$ cat config.mk
export PLATFORM = sky130hd
export DESIGN_NAME = mem_arbiter
export DESIGN_NICKNAME = d
export VERILOG_FILES = /design/src/rtl/mem_arbiter.sv
export SDC_FILE = /design/constraint.sdc
export NUM_CORES = 1
export LEC_CHECK = 0
export ABC_AREA = 1
export ABC_CLOCK_PERIOD_IN_PS = 1800
export CORE_UTILIZATION = 24
export CTS_BUF_LIST = sky130_fd_sc_hd__clkbuf_4 sky130_fd_sc_hd__clkbuf_8
export DETAILED_ROUTE_END_ITERATION = 8
export PLACE_DENSITY = 0.86
export REMOVE_ABC_BUFFERS = 1
export SLEW_MARGIN = 20
export SYNTH_ARGS = -nofsm -noshare
export SYNTH_HDL_FRONTEND = slang
export SYNTH_SLANG_ARGS = --single-unit
export TNS_END_PERCENT = 100
$ cat constraint.sdc
create_clock -name clk -period 1.8 [get_ports clk]
set_input_delay 0.54 -clock clk [delete_from_list [all_inputs] [get_ports clk]]
set_output_delay 0.54 -clock clk [all_outputs]
set_load 0.1 [all_outputs]
$ cat src/rtl/mem_arbiter.sv
// Burst-granular arbiter sharing one main memory between the I-cache (port 0) and D-cache (port 1).
// Optional build macro ARB_PERF_CNT_EN adds saturating grant/wait performance counters.
module mem_arbiter #(
  parameter int MEM_LAT = 2,
  parameter int AW      = 16,
  parameter int DW      = 16
) (
  input  logic          clk,
  input  logic          rst,
  input  logic          req0,
  input  logic          req1,
  input  logic          lock0,
  input  logic          lock1,
  input  logic          rd0,
  input  logic          rd1,
  input  logic          wr0,
  input  logic          wr1,
  input  logic [AW-1:0] addr0,
  input  logic [AW-1:0] addr1,
  input  logic [DW-1:0] wdata0,
  input  logic [DW-1:0] wdata1,
  output logic          gnt0,
  output logic          gnt1,
  output logic          stall0,
  output logic          stall1,
  output logic          rvalid0,
  output logic          rvalid1,
  output logic [DW-1:0] rdata,
  output logic [AW-1:0] mem_addr,
  output logic [DW-1:0] mem_wdata,
  output logic          mem_rd,
  output logic          mem_wr,
  input  logic [DW-1:0] mem_rdata,
  input  logic          mem_stall,
  output logic          err
`ifdef ARB_PERF_CNT_EN
  ,
  output logic [15:0]   gnt_cnt0,
  output logic [15:0]   gnt_cnt1,
  output logic [15:0]   wait_cnt
`endif
);

  typedef enum logic [1:0] {IDLE, OWN0, OWN1} state_t;

  typedef struct packed {
    logic v;
    logic id;
  } ret_t;

  state_t state, next_state;
  logic   rr_last;
  logic   own0, own1;
  ret_t   pipe [MEM_LAT];
  ret_t   tail;

  assign own0 = (state == OWN0);
  assign own1 = (state == OWN1);

  // NOTE: sequential state uses non-blocking assignments so every register samples pre-edge values.
  always_ff @(posedge clk or negedge rst) begin
    if (!rst) begin
      state   <= IDLE;
      rr_last <= 1'b1;
    end else begin
      state <= next_state;
      if (next_state == OWN0)
        rr_last <= 1'b0;
      else if (next_state == OWN1)
        rr_last <= 1'b1;
    end
  end

  always_comb begin
    next_state = state;
    unique case (state)
      IDLE: begin
        if (req0 && req1)
          next_state = rr_last ? OWN0 : OWN1;
        else if (req0)
          next_state = OWN0;
        else if (req1)
          next_state = OWN1;
      end
      OWN0: begin
        if (!lock0 && req1)
          next_state = OWN1;
        else if (!lock0 && !req0)
          next_state = IDLE;
      end
      OWN1: begin
        if (!lock1 && req0)
          next_state = OWN0;
        else if (!lock1 && !req1)
          next_state = IDLE;
      end
      default: next_state = IDLE;
    endcase
  end

  // NOTE: every always_comb output gets a default first, otherwise untaken branches infer latches.
  always_comb begin
    gnt0      = own0;
    gnt1      = own1;
    mem_addr  = '0;
    mem_wdata = '0;
    mem_rd    = 1'b0;
    mem_wr    = 1'b0;
    stall0    = 1'b0;
    stall1    = 1'b0;
    err       = 1'b0;
    if (own0) begin
      mem_addr  = addr0;
      mem_wdata = wdata0;
      mem_rd    = rd0 & ~wr0;
      mem_wr    = wr0;
      stall0    = mem_stall;
      err       = rd0 & wr0;
    end else begin
      stall0 = rd0 | wr0;
      err    = rd0 | wr0;
    end
    if (own1) begin
      mem_addr  = addr1;
      mem_wdata = wdata1;
      mem_rd    = rd1 & ~wr1;
      mem_wr    = wr1;
      stall1    = mem_stall;
      err       = err | (rd1 & wr1);
    end else begin
      stall1 = rd1 | wr1;
      err    = err | rd1 | wr1;
    end
  end

  // Read tags travel with the data latency so returns reach the issuer after ownership moves on.
  // NOTE: the tag pipeline is reset, not just the state, so a reset discards in-flight reads.
  always_ff @(posedge clk or negedge rst) begin
    if (!rst) begin
      for (int i = 0; i < MEM_LAT; i++)
        pipe[i] <= '0;
    end else begin
      pipe[0] <= {mem_rd & ~mem_stall, own1};
      for (int i = 1; i < MEM_LAT; i++)
        pipe[i] <= pipe[i-1];
    end
  end

  assign tail    = pipe[MEM_LAT-1];
  assign rvalid0 = tail.v & ~tail.id;
  assign rvalid1 = tail.v & tail.id;
  assign rdata   = mem_rdata;

`ifdef ARB_PERF_CNT_EN
  logic enter0, enter1, waiting;

  assign enter0  = (next_state == OWN0) && !own0;
  assign enter1  = (next_state == OWN1) && !own1;
  assign waiting = (req0 & ~own0) | (req1 & ~own1);

  always_ff @(posedge clk or negedge rst) begin
    if (!rst) begin
      gnt_cnt0 <= '0;
      gnt_cnt1 <= '0;
      wait_cnt <= '0;
    end else begin
      if (enter0 && gnt_cnt0 != 16'hFFFF)
        gnt_cnt0 <= gnt_cnt0 + 16'd1;
      if (enter1 && gnt_cnt1 != 16'hFFFF)
        gnt_cnt1 <= gnt_cnt1 + 16'd1;
      if (waiting && wait_cnt != 16'hFFFF)
        wait_cnt <= wait_cnt + 16'd1;
    end
  end
`endif

endmodule

Word level (Yosys, flattened, before mapping):

Cells that the tools add are included.

* bits in registers: 7
* output and inout port bits: 57
* logic and storage cells: 60
* bits of input ports: 91

* bitwise operators: 16
* mux-type cells: 23
* reduce and logical (&&, ||, !) cells: 11
* eq/ne operators: 4

Operator list (number)
* 2-to-1 mux 16 bit: 4
* 2-to-1 mux 2 bit: 8
* 2-to-1 mux 1 bit: 10
* AND 1 bit: 7
* one-hot mux 2 bit (3 select lines): 1
* logical AND 1 bit: 5
* OR 1 bit: 5
* == test 2 x 1 -> 1 bit (second input constant): 2
* == test 2 bit (second input constant): 2
* zero test 1 bit: 4
* NOT 1 bit: 4
* zero test 2 bit: 1
* nonzero test 2 bit: 1

Depth between registers and ports, before layout:

* depth after elaboration: 8
* depth in mapped cells: 10
* gate-level depth less buffers: 10

Worst setup path after synthesis:

No wires, ideal clock.

* path kind: reg2out
* from: reg state[0]
* to: out stall1
* buffers on the path: 0
* data required time: 1260 ps
* setup slack: -1437 ps
* arrival: 2697 ps
* cell stages (with the launch flop): 4
* cell sequence: dfrtp_1 -> inv_2 -> nand2_4 -> o21ai_0

* word-level cells in the longest chain between the ends: 2

RTL lines
* start, declared: RTL line 51 `state_t state, next_state;`
* start signal, assigned: RTL line 66 `state <= next_state;`
* == test 2 bit: RTL line 58 `assign own1 = (state == OWN1);`
* 2-to-1 mux 1 bit: RTL line 123 `if (own1) begin`
* end, declared: RTL line 25 `output logic stall1,`

Every way passes these cells.

Worst setup path after layout:

* from: reg state[0]
* to: out mem_wdata[10]

* word-level cells in the longest chain between the ends: 3
* elaborated cells between the ends (all ways): 4
* those cells by class: eq/ne: 2; mux: 2

RTL lines
* == test 2 x 1 -> 1 bit: RTL line 57 `assign own0 = (state == OWN0);`
* 2-to-1 mux 16 bit: RTL line 112 `if (own0) begin`
* 2-to-1 mux 16 bit *: RTL line 123
* end, declared: RTL line 30 `output logic [DW-1:0] mem_wdata,`

Every way passes the cells marked *; elsewhere a longest branch is shown, timed or not.

==> results by group <==
Final layout
  • Diode count: 0
  • Share of cells above drive strength 1: 55.1%
  • Final Non-Filler Cells: 351
  • Most frequent cells in the layout: 67 x clkdlybuf4s50_1, 57 x nand2_2, 46 x buf_12, 34 x nand2_1, 17 x nand2_4
  • Layout Nets: between 300 and 400
  • Area grow syn2layout: 227%
  • Leading cell type in the layout, fill and taps excluded: clkdlybuf4s50_1

STA
  • Min Tclk post-route: 2.08 ns
  • Fmax: slightly below 500 MHz
  • # setup viols final: 39
  • Setup total negative slack: -8.04 ns
  • Worst-Margin Slew: 0.334 ns
  • Final period util: 115%
  • Final Skew: 0.000715 ns
  • PnR worst setup slack: -0.277 ns
  • Final Max Slew Viols: 0
  • RSZ-0062 raised after global routing: true
  • Max-slew headroom: ~78%
  • Fin. Hold Viols: 0

Floorplanning
  • Die height: about 66 um
  • Core area: roughly 3800 um2
  • Die area: 4360 um2
  • I/O pins: roughly 150
  • Starting Density: around 26%
  • Row cnt: 22
  • Die W: roughly 66 um

Worst hold path
  • Hold wc startpoint: pipe[3]
  • Min-delay worst type: flop to flop

Worst setup path
  • WS Path Type: flop to output pin
  • Startpoint Class: flop
  • CP Data Arrival Time: ~1.5 ns
  • CP startpoint: state[0]
  • Worst Setup End Kind: output pin
  • RR Startpoint: state[0]
  • Crit-path max FO: 7
  • Worst EP required: between 1 and 1.5 ns

Placement
  • Placed Instances: 330
  • Port bufs: around 120
  • Routability cong.: approximately 0.8
  • DP HPWL: 3.47 mm
  • Post-Place Worst Slack: -0.404 ns

Global routing
  • Pin count of the biggest net entering global routing: 18
  • Grt ovf: 0
  • Vias in the first global route: about 1700
  • First-pass GRT wire length: 7.13 mm
  • Initial antenna violation count: 0
  • GRT Total Usage: a little over a fifth

Power
  • Leak: about 1.5 nW
  • Power per cell area: 2320 nW/um2
  • VDD IR max: about 0.0017 V

Synthesis
  • Register area share after synthesis: ~18%
  • Syn avg cell area: approximately 5.6 um2
  • Yosys warns: 0
  • Synth area leader: nand2_1
  • Synth Cell Area: 985 um2
  • #FFs+latches synth: 7
  • Cell variety after synth: 19
  • Area fraction of the dominant cell type after synthesis: approximately two fifths
  • Leading post-synthesis cells by cell area: nand2_1 40%, dfrtp_1 15%, buf_4 12%, buf_6 6.9%, o21ai_0 3.6%
  • Syn Inst Count: roughly 180

Clocking
  • CTS tree: built
  • Post-CTS Hold Buffers: 0
  • Cts bufs inserted: 3
  • Clock Path Buffers: 2
  • Worst-Skew Late Latency: approximately 0.23 ns
  • Clock transition at the registers of the reported paths: around 0.040 ns
  • H-Tree Depth: 1
  • Clock Sinks: 7
  • Root Driver: clkbuf_8

Drt
  • DR vias/cell: 4.85
  • Final WL: around 6.3 mm
  • Avg WL per Cell: 18.0 um
  • DRT Pass-1 Iters: 4
  • DRC Markers: 0
  • Initial DRC count: 71
  • ANT nets after route: 0
  • Vias post-DR: ~1700

Outcome
  • Failing checks: negative setup slack
  • Status: complete, but fails checks

Run
  • Max cap viols: 0
-- state kept, by name, summed over array words and instances, names as in the netlist --
signal,count
pipe,4
rr_last,1
state,2
-- cell type report --
cell class                 instances  area, um2
sequential                         7        178
multi-input combinational        137        930
clock buffer                       3       41.3
tap                               48       60.1
fill                             199        574
inverter                          11       56.3
clock inverter                     1       5.00
timing repair buffer             144       1950
-- Yosys cell counts --
cell type / instances
nand2_1: 104
buf_4: 16
inv_1: 9
nor2_1: 7
o21ai_0: 7
buf_6: 6
dfrtp_1: 6
nand3_1: 6
nand2_2: 5
nand4_1: 2
a21oi_1: 1
dfstp_2: 1
ha_1: 1
inv_2: 1
inv_4: 1
nand2_4: 1
nor2_4: 1
nor3_1: 1
o22ai_1: 1
-- critical path, cell delays in order, from the launching register on --
cell     delay [ns]
dfrtp_1        0.43
inv_4          0.09
nor2_4         0.11
buf_12         0.15
buf_12         0.12
nand2_1        0.09
nand2_2        0.12
buf_12         0.18
-- metal layers --
metal	track usage [%]	part of all wire, %	up-vias
met5	0	0	-
met4	7.71	2.5	0
met3	8.10	9.1	16
met2	39.5	54	137
met1	21.5	35	774
li1	-	-	774
-- report_power, final --
group / internal [mW] / leakage (nW) / switching, mW
registers: 0.230 / 0.0878 / 0.0637
logic: 2.63 / 1.39 / 4.33
clock network: 0.151 / 0.0255 / 0.0802
-- metrics by stage --
step                      hold WS [ns]  utilization (%)  total power [mW]  instance area, um2
after floorplan                  0.244                -              3.68                 797
after global placement           0.333             67.0              5.96                2550
after detailed placement         0.341             67.0              6.02                2550
after CTS                        0.350             75.1              6.73                2850
after global routing             0.365             84.9              7.70                3220
final                            0.352             84.9              7.48                3220
-- cells by family after synthesis --
| logic type | after synthesis | synth area share, % |
|---|---|---|
| AO/OA/AOI/OAI | 9 | 4.70 |
| buffers and inverters | 33 | 23.5 |
| flip-flops | 7 | 17.9 |
| AND/OR/NAND/NOR | 127 | 52.6 |
| adder cells (fa/ha/maj) | 1 | 1.27 |
-- final timing paths --
path,end,slack (ns),depth (start not counted)
setup / recovery,mem_wdata[10],-0.28,7
hold / removal,pipe[1],0.35,0
setup reg to reg,rr_last,0.04,12
hold reg to reg,pipe[1],0.35,0
max in group asynchronous,rr_last,0.93,1
min in group asynchronous,pipe[1],0.57,1
-- timing repair --
item,CTS,global route
buffers inserted,12,5
resized for setup,71,74
gates cloned,1,4
pin swaps,14,31
endpoints found under the setup margin,39,40
(Power assumes the default switching activity.)
